$ cat config.mk
export PLATFORM = sky130hd
export DESIGN_NAME = serial_addsub
export DESIGN_NICKNAME = d
export VERILOG_FILES = /design/src/rtl/serial_addsub_pkg.sv /design/src/rtl/full_adder.sv /design/src/rtl/serial_addsub.sv
export SDC_FILE = /design/constraint.sdc
export NUM_CORES = 1
export LEC_CHECK = 0
export CAP_MARGIN = 10
export CORE_ASPECT_RATIO = 0.8
export CORE_MARGIN = 3
export CORE_UTILIZATION = 35
export CTS_BUF_LIST = sky130_fd_sc_hd__clkbuf_2 sky130_fd_sc_hd__clkbuf_4 sky130_fd_sc_hd__clkbuf_8
export DETAILED_ROUTE_END_ITERATION = 7
export SLEW_MARGIN = 20
export SYNTH_ARGS = -nofsm -noshare
export SYNTH_HDL_FRONTEND = slang
export SYNTH_SLANG_ARGS = --single-unit
$ cat constraint.sdc
create_clock -name clk -period 1.6 [get_ports clk]
set_input_delay 0.32 -clock clk [delete_from_list [all_inputs] [get_ports clk]]
set_output_delay 0.32 -clock clk [all_outputs]
set_load 0.01 [all_outputs]
$ cat src/rtl/serial_addsub_pkg.sv
// Shared definitions for the serial adder family.
//   ADDER_DEFAULT_WIDTH : default operand width used by adder variants
//   state_t             : controller state encoding (IDLE=0, RUN=1, DONE=2)
package serial_addsub_pkg;

  localparam int ADDER_DEFAULT_WIDTH = 8;

  typedef enum logic [1:0] {
    ST_IDLE = 2'd0,
    ST_RUN  = 2'd1,
    ST_DONE = 2'd2
  } state_t;

endpackage

$ cat src/rtl/full_adder.sv
// Single-bit full adder cell.
//   a, b, cin : addend bits and carry in
//   sum, cout : sum bit and carry out
module full_adder (
  input  logic a,
  input  logic b,
  input  logic cin,
  output logic sum,
  output logic cout
);

  assign sum  = a ^ b ^ cin;
  assign cout = (a & b) | (cin & (a ^ b));

endmodule

$ cat src/rtl/serial_addsub.sv
// Bit-serial adder/subtractor: one full_adder, one result bit per clock,
// LSB first. Subtraction is done as A + ~B + 1 (inverted B, carry preset).
//   clk, rst_n           : clock, asynchronous active-low reset
//   in_valid / in_ready  : operand handshake (a, b, sub sampled on accept)
//   out_valid / out_ready: result handshake (sum, cout, ovf held in DONE)
//   sum                  : result modulo 2^WIDTH
//   cout                 : carry out of MSB (for subtract: 1 = no borrow)
//   ovf                  : signed overflow (carry into MSB ^ carry out of MSB)
module serial_addsub
  import serial_addsub_pkg::*;
#(
  parameter int WIDTH = ADDER_DEFAULT_WIDTH
) (
  input  logic             clk,
  input  logic             rst_n,
  input  logic             in_valid,
  output logic             in_ready,
  input  logic [WIDTH-1:0] a,
  input  logic [WIDTH-1:0] b,
  input  logic             sub,
  output logic             out_valid,
  input  logic             out_ready,
  output logic [WIDTH-1:0] sum,
  output logic             cout,
  output logic             ovf
);

  localparam int CNT_W = $clog2(WIDTH);
  localparam logic [CNT_W-1:0] LAST_BIT = CNT_W'(WIDTH - 1);

  state_t           state;
  state_t           state_nxt;
  logic [WIDTH-1:0] a_sr;
  logic [WIDTH-1:0] b_sr;
  logic             carry;
  logic [CNT_W-1:0] cnt;
  logic             fa_sum;
  logic             fa_cout;
  logic             accept;
  logic             step;
  logic             last;

  assign accept   = (state == ST_IDLE) && in_valid;
  assign step     = (state == ST_RUN);
  assign last     = step && (cnt == LAST_BIT);
  assign in_ready = (state == ST_IDLE);

  full_adder u_fa (
    .a   (a_sr[0]),
    .b   (b_sr[0]),
    .cin (carry),
    .sum (fa_sum),
    .cout(fa_cout)
  );

  always_comb begin
    state_nxt = state;
    case (state)
      ST_IDLE: if (in_valid)  state_nxt = ST_RUN;
      ST_RUN:  if (last)      state_nxt = ST_DONE;
      ST_DONE: if (out_ready) state_nxt = ST_IDLE;
      default:                state_nxt = ST_IDLE;
    endcase
  end

  // Control, carry, counter and result registers
  always_ff @(posedge clk or negedge rst_n) begin
    if (!rst_n) begin
      state     <= ST_IDLE;
      carry     <= 1'b0;
      cnt       <= '0;
      sum       <= '0;
      cout      <= 1'b0;
      ovf       <= 1'b0;
      out_valid <= 1'b0;
    end else begin
      state <= state_nxt;
      if (accept) begin
        // Preset carry to 1 for subtract: completes the two's complement of B.
        carry <= sub;
        cnt   <= '0;
      end else if (step) begin
        carry <= fa_cout;
        cnt   <= cnt + 1'b1;
        sum   <= {fa_sum, sum[WIDTH-1:1]};
        if (last) begin
          // 'carry' still holds the carry into the MSB at this edge.
          ovf       <= carry ^ fa_cout;
          cout      <= fa_cout;
          out_valid <= 1'b1;
        end
      end else if (out_valid && out_ready) begin
        out_valid <= 1'b0;
      end
    end
  end

  // Operand shift registers: loaded on accept, fully consumed before reuse,
  // so they need no reset.
  always_ff @(posedge clk) begin
    if (accept) begin
      a_sr <= a;
      b_sr <= b ^ {WIDTH{sub}};
    end else if (step) begin
      a_sr <= a_sr >> 1;
      b_sr <= b_sr >> 1;
    end
  end

endmodule

* Yosys cells after proc, flatten, opt, wreduce, memory -nomap -nowiden
Cells that the tools add are included.
** Word-level totals
- Bits in registers :: 33
- Input port bits :: 21
- Word-level logic and storage cells :: 49
** Cells by class
- $add $sub $neg :: 1
- Equality and inequality tests :: 6
- Multiplexer cells :: 15
- Bitwise gates (word level) :: 8
- Reduce and logical (&&, ||, !) cells :: 10
** Operators by type and width (count)
- 8-bit two-way mux :: 4
- 3-bit AND reduction :: 3
- 8-bit XOR :: 1
- 2-bit two-way mux :: 3
- 3-bit two-way mux :: 2
- 2-bit one-hot mux with 3 select lines :: 1
- 1-bit two-way mux :: 5
- 2-bit != test, second input constant :: 2
- 2-bit nonzero test :: 2
- 3-bit by 1-bit adder with 3-bit output, second input constant :: 1
- 3-bit equality test, second input constant :: 1
- 1-bit logical AND :: 3
- 1-bit XOR :: 3
- 1-bit AND :: 2
- 2-bit by 1-bit equality test with 1-bit output, second input constant :: 1
- 2-bit equality test, second input constant :: 1
- 2-bit zero test :: 1
- 2-bit by 1-bit != test with 1-bit output, second input constant :: 1
- 2-bit AND reduction :: 1
- 1-bit inverter :: 1
- 1-bit bitwise OR :: 1

* Logic depth before layout (Yosys ltp)
Gate-level depths: netlist of run 1.
- Depth after elaboration :: 5
- Depth in mapped cells :: 4
- Depth with buffers taken out :: 4

* Cells and area by module
From an unflattened synthesis of run 1, not the netlist that was laid out.
** Second synthesis, totals
- Cell total of the unflattened synthesis :: 96
- Area total of the unflattened synthesis :: 1534.0 µm²
** Modules (own cells, without submodules)
- serial_addsub :: times used 1, cells an instance 95, area each 1514.0 µm², seq. area each 905.9 µm²
- full_adder :: times used 1, cells an instance 1, area each 20.0 µm², seq. area each 0.0 µm²

* Worst setup path after synthesis of run 1
OpenSTA, ideal clock, no wires.
- Path type :: register to register
- Start point :: register state[1]
- End point :: register a_sr[4] (data pin)
- Setup time :: 260 ps
- Data arrival time :: 1304 ps
- Setup slack :: 35 ps
- Stages on the path, launching flop included :: 5
- Buffers on the path :: 2
- Clock period less this slack :: 1565 ps
- Cells stage by stage :: dfrtp_1 > buf_6 > nor3b_4 > buf_8 > mux2_4
** On the way
- Word-level cells in the longest chain between the ends :: 3
** Ends and longest elaborated chain
- from (decl) :: RTL line serial_addsub.sv:31 : state_t state;
- from (signal assigned) :: RTL line serial_addsub.sv:77 : state <= state_nxt;
- 2-bit zero test :: RTL line serial_addsub.sv:43 : assign accept = (state == ST_IDLE) && in_valid;
- 1-bit logical AND :: RTL line serial_addsub.sv:43
- 8-bit two-way mux :: RTL line serial_addsub.sv:101 : if (accept) begin
- to (signal assigned) :: RTL line serial_addsub.sv:105 : a_sr <= a_sr >> 1;
- to (decl) :: RTL line serial_addsub.sv:33 : logic [WIDTH-1:0] a_sr;
No other way between the ends.
A chain may end at the register's enable or synchronous reset.

* Worst setup path after layout of run 1
- Start point :: register state[1]
- End point :: register a_sr[3] (data pin)
The elaborated chain is that of the path after synthesis.

==> flow_summary.json, run 1 <==
{
  "status": "completed",
  "setup_viol": 0,
  "start_util_pct": 38.39,
  "p_seq_share_pct": 42.5,
  "core_area_sq_um": 4029,
  "yosys_warnings": 0,
  "finalMaxSlewViolations": 0,
  "syn_avg_cell_area_sq_um": 15.78,
  "netlist_instances": 98,
  "final_util_pct": 51.99,
  "ys_seq_area_share_pct": 58.58,
  "hold_viol_final": 0,
  "dieArea_sq_um": 5257,
  "reg2reg_to": "a_sr[3]",
  "crit_chain": "buf_6 -> nor3b_4 -> buf_12 -> mux2_2",
  "grt_max_degree": 18,
  "grt_pass1_vias": 972,
  "numCtsBuffers": 5,
  "wl_per_cell_um": 12.64,
  "fmax_mhz": 646.5,
  "synth.largest_area_cell": "edfxtp_1",
  "yosys-top-cells-area": "edfxtp_1 (31%), dfrtp_1 (28%), mux2_2 (12%)",
  "antenna_found_initial": 0,
  "ys_top_cells_by_count": "dfrtp_1 (17), mux2_2 (17), edfxtp_1 (16)",
  "p_int_mw": 2.767,
  "worst_slew_pin_slew_ns": 0.2484,
  "power-per-cell-area_nw_per_um2": 1830,
  "critPathMaxStageDelay_ns": 0.41,
  "diodes": 0,
  "pin_count": 33,
  "cp_num_buf_inv": 2,
  "drtPass1Iterations": 4,
  "cts_tree": "built",
  "dpl.hpwl_mm": 1.801,
  "reg2reg_from": "state[1]",
  "drive_above_1_share_pct": 31.91,
  "drc": 0,
  "swShare_pct": 27.84,
  "yosysUniqueCellTypes": 26,
  "r2r_cells": 4,
  "cts.clk_slew.worst_paths_ns": 0.07,
  "cap_violations": 0,
  "syn_nets": 122,
  "max_slew_margin_pct": 83.21,
  "r2r_setup_slack_ns": 0.05,
  "period_minus_slack_ns": 1.547,
  "wl_mm": 2.478,
  "synth_top_area_share_pct": 31.07,
  "power_frac_clock_pct": 17.0,
  "place_inst": 187,
  "startpoint_type": "register",
  "pwr-share-comb_pct": 40.5,
  "ir_drop_mv": 0.6749,
  "num_vias": 878,
  "synth_xor_area_share_pct": 5.097,
  "area_delta_synth_final_pct": 35.44,
  "synth-edff-count": 16,
  "fp.dieH_um": 65.46,
  "synth_seq_cells": 33,
  "grt_first_pass_wirelength_mm": 4.374,
  "first_iter_violations": 50,
  "synth_mux_area_share_pct": 20.15,
  "synth_top_family_by_area": "multiplexers",
  "clock_skew_ns": 0.009825,
  "gr-usage-all-layers_pct": 11.14,
  "synth_top_flop_cell": "dfrtp_1",
  "power.switching_mw": 1.067,
  "cp_data_required_time_ns": 1.64,
  "cts_root_buf": "clkbuf_8",
  "crit_arrival_ns": 1.58,
  "insertion_delay_ns": 0.28,
  "critPathTopFamily": "flip-flops",
  "hold_ws_ns": 0.3644,
  "htreeDepth": 2,
  "antenna_left": 0,
  "via_per_inst": 4.480,
  "grt_overflow_total": 0,
  "fin_cells": 196,
  "rsz0062_at_grt": "yes",
  "synth_area_sq_um": 1546,
  "design_area_sq_um": 2095,
  "clock_path_buffers": 2,
  "async_flop_share_pct": 51.52,
  "place_congestion": 0.7873,
  "cp_slowest_cell": "dfrtp_2",
  "critPathMaxFanout": 16,
  "worstHoldPathType": "primary input to async pin",
  "finalCritPeriodShare_pct": 96.68,
  "cts.sinks": 33,
  "synth_fa_ha_area_share_pct": 2.913,
  "io_buffers": 32,
  "synthSimpleGateAreaFrac_pct": 5.583,
  "critical_path_class": "register to register",
  "p_leak_nw": 0.8613,
  "dpl_cell_area_sq_um": 1979,
  "fp-row-count": 20,
  "worstSetupEndpointType": "register",
  "synth_compound_area_share_pct": 3.722,
  "die_x_um": 80.32,
  "nNetsFinal": 164
}
==> cell families after synthesis <==
family	Yosys count
flops	33
buf+inv	9
xor+xnor	9
fa+ha+maj	3
compound gates	8
mux	25
simple gates	11
==> worst reg2reg max path, stage by stage, from the launching register on <==
cell and delay (ns):
dfrtp_2 0.41, buf_6 0.14, nor3b_4 0.22, buf_12 0.19
mux2_2 0.35
==> power groups by stage <==
stage | Sequential, mW | Clock [mW] | Combinational, mW
after floorplan | 1.65 | 0 | 0.957
after global routing | 1.69 | 0.714 | 1.70
final | 1.63 | 0.653 | 1.55
after CTS | 1.63 | 0.675 | 1.57
after global placement | 1.63 | 0 | 1.52
after detailed placement | 1.66 | 0 | 1.55
==> routing by layer <==
layer	wire length [um]	vias to the layer above	part of all wire [%]	track usage [%]
met1	1143	418	46	13.52
li1	-	433	-	-
met3	133	7	5.4	3.699
met4	53	0	2.1	5.063
met2	1148	20	46	17.98
met5	0	-	0	0
==> through the flow <==
| step | TNS, ns | setup WS, ns | power, mW |
|---|---|---|---|
| after floorplan | 0 | 0.03543 | 2.602 |
| after global placement | -2.724 | -0.2133 | 3.148 |
| after detailed placement | -2.593 | -0.2103 | 3.202 |
| after CTS | 0 | 0.01325 | 3.877 |
| after global routing | -0.00007749 | -0.00007749 | 4.103 |
| final | 0 | 0.05315 | 3.834 |
==> cells in the final DEF (no fill, tap or decap), types with 2 or more instances in the layout <==
cell type / count
a22o_1: 2
and2_1: 2
buf_12: 3
buf_4: 4
clkbuf_8: 6
clkdlybuf4s50_1: 31
dfrtp_1: 15
dfrtp_2: 2
edfxtp_1: 16
ha_1: 2
inv_1: 4
mux2_2: 16
mux2_4: 9
nand2b_1: 2
nand3b_1: 2
o21ai_0: 2
xor2_1: 9
==> worst max path at each step <==
stage          startpoint      end  slack [ns]  cells after the start
4_1_cts          state[1]  b_sr[4]        0.01                      4
5_1_grt          state[1]  a_sr[3]    -0.00008                      4
3_5_place_dp     in_valid  a_sr[3]       -0.21                      4
6_report         state[1]  a_sr[3]        0.05                      4
2_1_floorplan    state[1]  a_sr[4]        0.04                      4
3_3_place_gp     in_valid  a_sr[0]       -0.21                      4
==> cell type report <==
class                   count  area (sq um)
clock buffers               7         90.09
clock inverters             1         7.507
fillers                   357          1934
inverters                   4         15.01
multi-input cells          56         584.3
flip-flops and latches     33         908.4
well taps                  55         68.82
repair buffers             40         420.4
==> flip-flops by register name (all words and copies together), names as in the netlist <==
name / count
a_sr: 8
b_sr: 8
sum: 8
cnt: 3
state: 2
carry: 1
cout: 1
out_valid: 1
ovf: 1
==> repair_timing <==
action	in CTS	in global routing
hold endpoints to repair	0	0
buffers inserted	1	0
resized for setup	3	3
hold buffers	0	0
setup endpoints to repair	1	14
Power figures use the tool's default switching activity.
==> run 2: changes to the inputs <==
CORE_MARGIN = 5   (was 3)
HOLD_SLACK_MARGIN = 0.12   (was default)
==> flow_summary.json, run 2 (same netlist as run 1, synthesis figures left out) <==
{
  "status": "completed",
  "drive_above_1_share_pct": 31.47,
  "die_x_um": 84.32,
  "fp-row-count": 21,
  "power-per-cell-area_nw_per_um2": 1885,
  "fmax_mhz": 633.5,
  "via_per_inst": 4.530,
  "io_buffers": 32,
  "num_vias": 906,
  "top_regs": "a_sr (8), b_sr (8), sum (8)",
  "dpl_cell_area_sq_um": 1989,
  "cts_root_buf": "clkbuf_8",
  "fin_ws_ns": 0.02158,
  "setup_viol": 0,
  "drtPass1Iterations": 4,
  "p_leak_nw": 0.8939,
  "fp.dieH_um": 69.46,
  "first_iter_violations": 32,
  "crit_chain": "nor3b_4 -> clkbuf_16 -> mux2_4",
  "place_congestion": 0.7017,
  "antenna_found_initial": 0,
  "worstHoldPathType": "primary input to async pin",
  "startpoint_type": "register",
  "period_minus_slack_ns": 1.578,
  "finalPower_mw": 4.033,
  "cp_slowest_cell": "dfrtp_2",
  "area_delta_synth_final_pct": 38.35,
  "cts.sinks": 33,
  "gr-usage-all-layers_pct": 10.18,
  "cts.clk_slew.worst_paths_ns": 0.07,
  "pre_cts_slack_ns": -0.2168,
  "nNetsFinal": 166,
  "cp_data_required_time_ns": 1.63,
  "ir_drop_mv": 0.6380,
  "crit_arrival_ns": 1.61,
  "dieArea_sq_um": 5856,
  "pin_count": 33,
  "antenna_left": 0,
  "grt_overflow_total": 0,
  "grt_pass1_vias": 983,
  "grt_first_pass_wirelength_mm": 4.657,
  "final_util_pct": 50.58,
  "layout_commonest_cell": "clkdlybuf4s50_1",
  "start_util_pct": 36.56,
  "cts_tree": "built",
  "cap_violations": 0,
  "worstSetupEndpointType": "register",
  "finalCritPeriodShare_pct": 98.65,
  "critPathMaxStageDelay_ns": 0.46,
  "core_area_sq_um": 4230,
  "dpl.hpwl_mm": 1.995,
  "critPathMaxFanout": 8,
  "clock_skew_ns": 0.005180,
  "hold_viol_final": 0,
  "htreeDepth": 2,
  "rsz0062_at_grt": "yes",
  "final_cell_mix": "clkdlybuf4s50_1 (30), mux2_2 (16), edfxtp_1 (16)",
  "cts-hold-fix-buffers": 0,
  "diodes": 0,
  "numCtsBuffers": 5,
  "grt_max_degree": 18,
  "insertion_delay_ns": 0.28,
  "drc": 0,
  "critical_path_class": "register to register",
  "wl_per_cell_um": 14.09,
  "max_slew_margin_pct": 76.55,
  "clock_path_buffers": 2,
  "design_area_sq_um": 2140,
  "wl_mm": 2.818,
  "worst_slew_pin_slew_ns": 0.3518,
  "finalMaxSlewViolations": 0
}
-- run 2: worst max-delay path: cells and delay by family (launching register included) --
family | cells | cell delay, ns
mux | 1 | 0.30
flops | 1 | 0.46
buf+inv | 1 | 0.23
simple gates | 1 | 0.35
-- run 2: report_power, final --
part / total (mW) / switching (mW) / internal, mW
Clock: 0.768 / 0.291 / 0.476
Sequential: 1.64 / 0.231 / 1.41
Combinational: 1.62 / 0.591 / 1.03
Total: 4.03 / 1.11 / 2.92
-- run 2: through the flow --
| step | instances | hold slack, ns | setup TNS, ns |
|---|---|---|---|
| 2_1_floorplan | 98 | 0.02441 | 0 |
| 3_3_place_gp | 190 | 0.4899 | -2.770 |
| 3_5_place_dp | 190 | 0.5049 | -2.718 |
| 4_1_cts | 199 | 0.3792 | 0 |
| 5_1_grt | 200 | 0.3949 | -0.05628 |
| 6_report | 200 | 0.3728 | 0 |
-- run 2: cell type report --
| cell class | count | area, sq um |
|---|---|---|
| clock buffers | 6 | 76.32 |
| clock inverters | 2 | 33.78 |
| fillers | 371 | 2091 |
| inverters | 4 | 15.01 |
| multi-input cells | 56 | 583.1 |
| flip-flops and latches | 33 | 908.4 |
| well taps | 57 | 71.32 |
| repair buffers | 42 | 451.7 |
-- run 2: path summary, 6_finish.rpt --
kind / cells past startpoint / from / slack (ns) / end
setup / recovery: 3 / state[0] / 0.02 / b_sr[3]
hold / removal: 2 / rst_n / 0.37 / ovf
setup reg to reg: 3 / state[0] / 0.02 / b_sr[3]
hold reg to reg: 1 / ovf / 0.52 / ovf
max in group asynchronous: 2 / rst_n / 1.01 / state[0]
min in group clk: 4 / in_valid / 0.48 / out_valid
-- run 2: layer usage --
layer,part of all wire (%),GRT usage (%),up-vias
li1,-,-,438
met1,44,12.65,437
met2,49,16.11,27
met3,6.1,3.800,4
met4,0.82,3.750,0
met5,0,0,-
-- run 2: what timing repair did --
action                                  4_1_cts  5_1_grt
cloned                                        0        1
setup buffers                                 1        1
resized for setup                             3        2
pin swaps                                     0        1
endpoints found under the setup margin        1        6
==> run 3: changes to the inputs <==
SLEW_MARGIN = 15   (was 20)
==> results of run 3 <==
The final DEF is identical to that of run 2; final timing and power are the same.
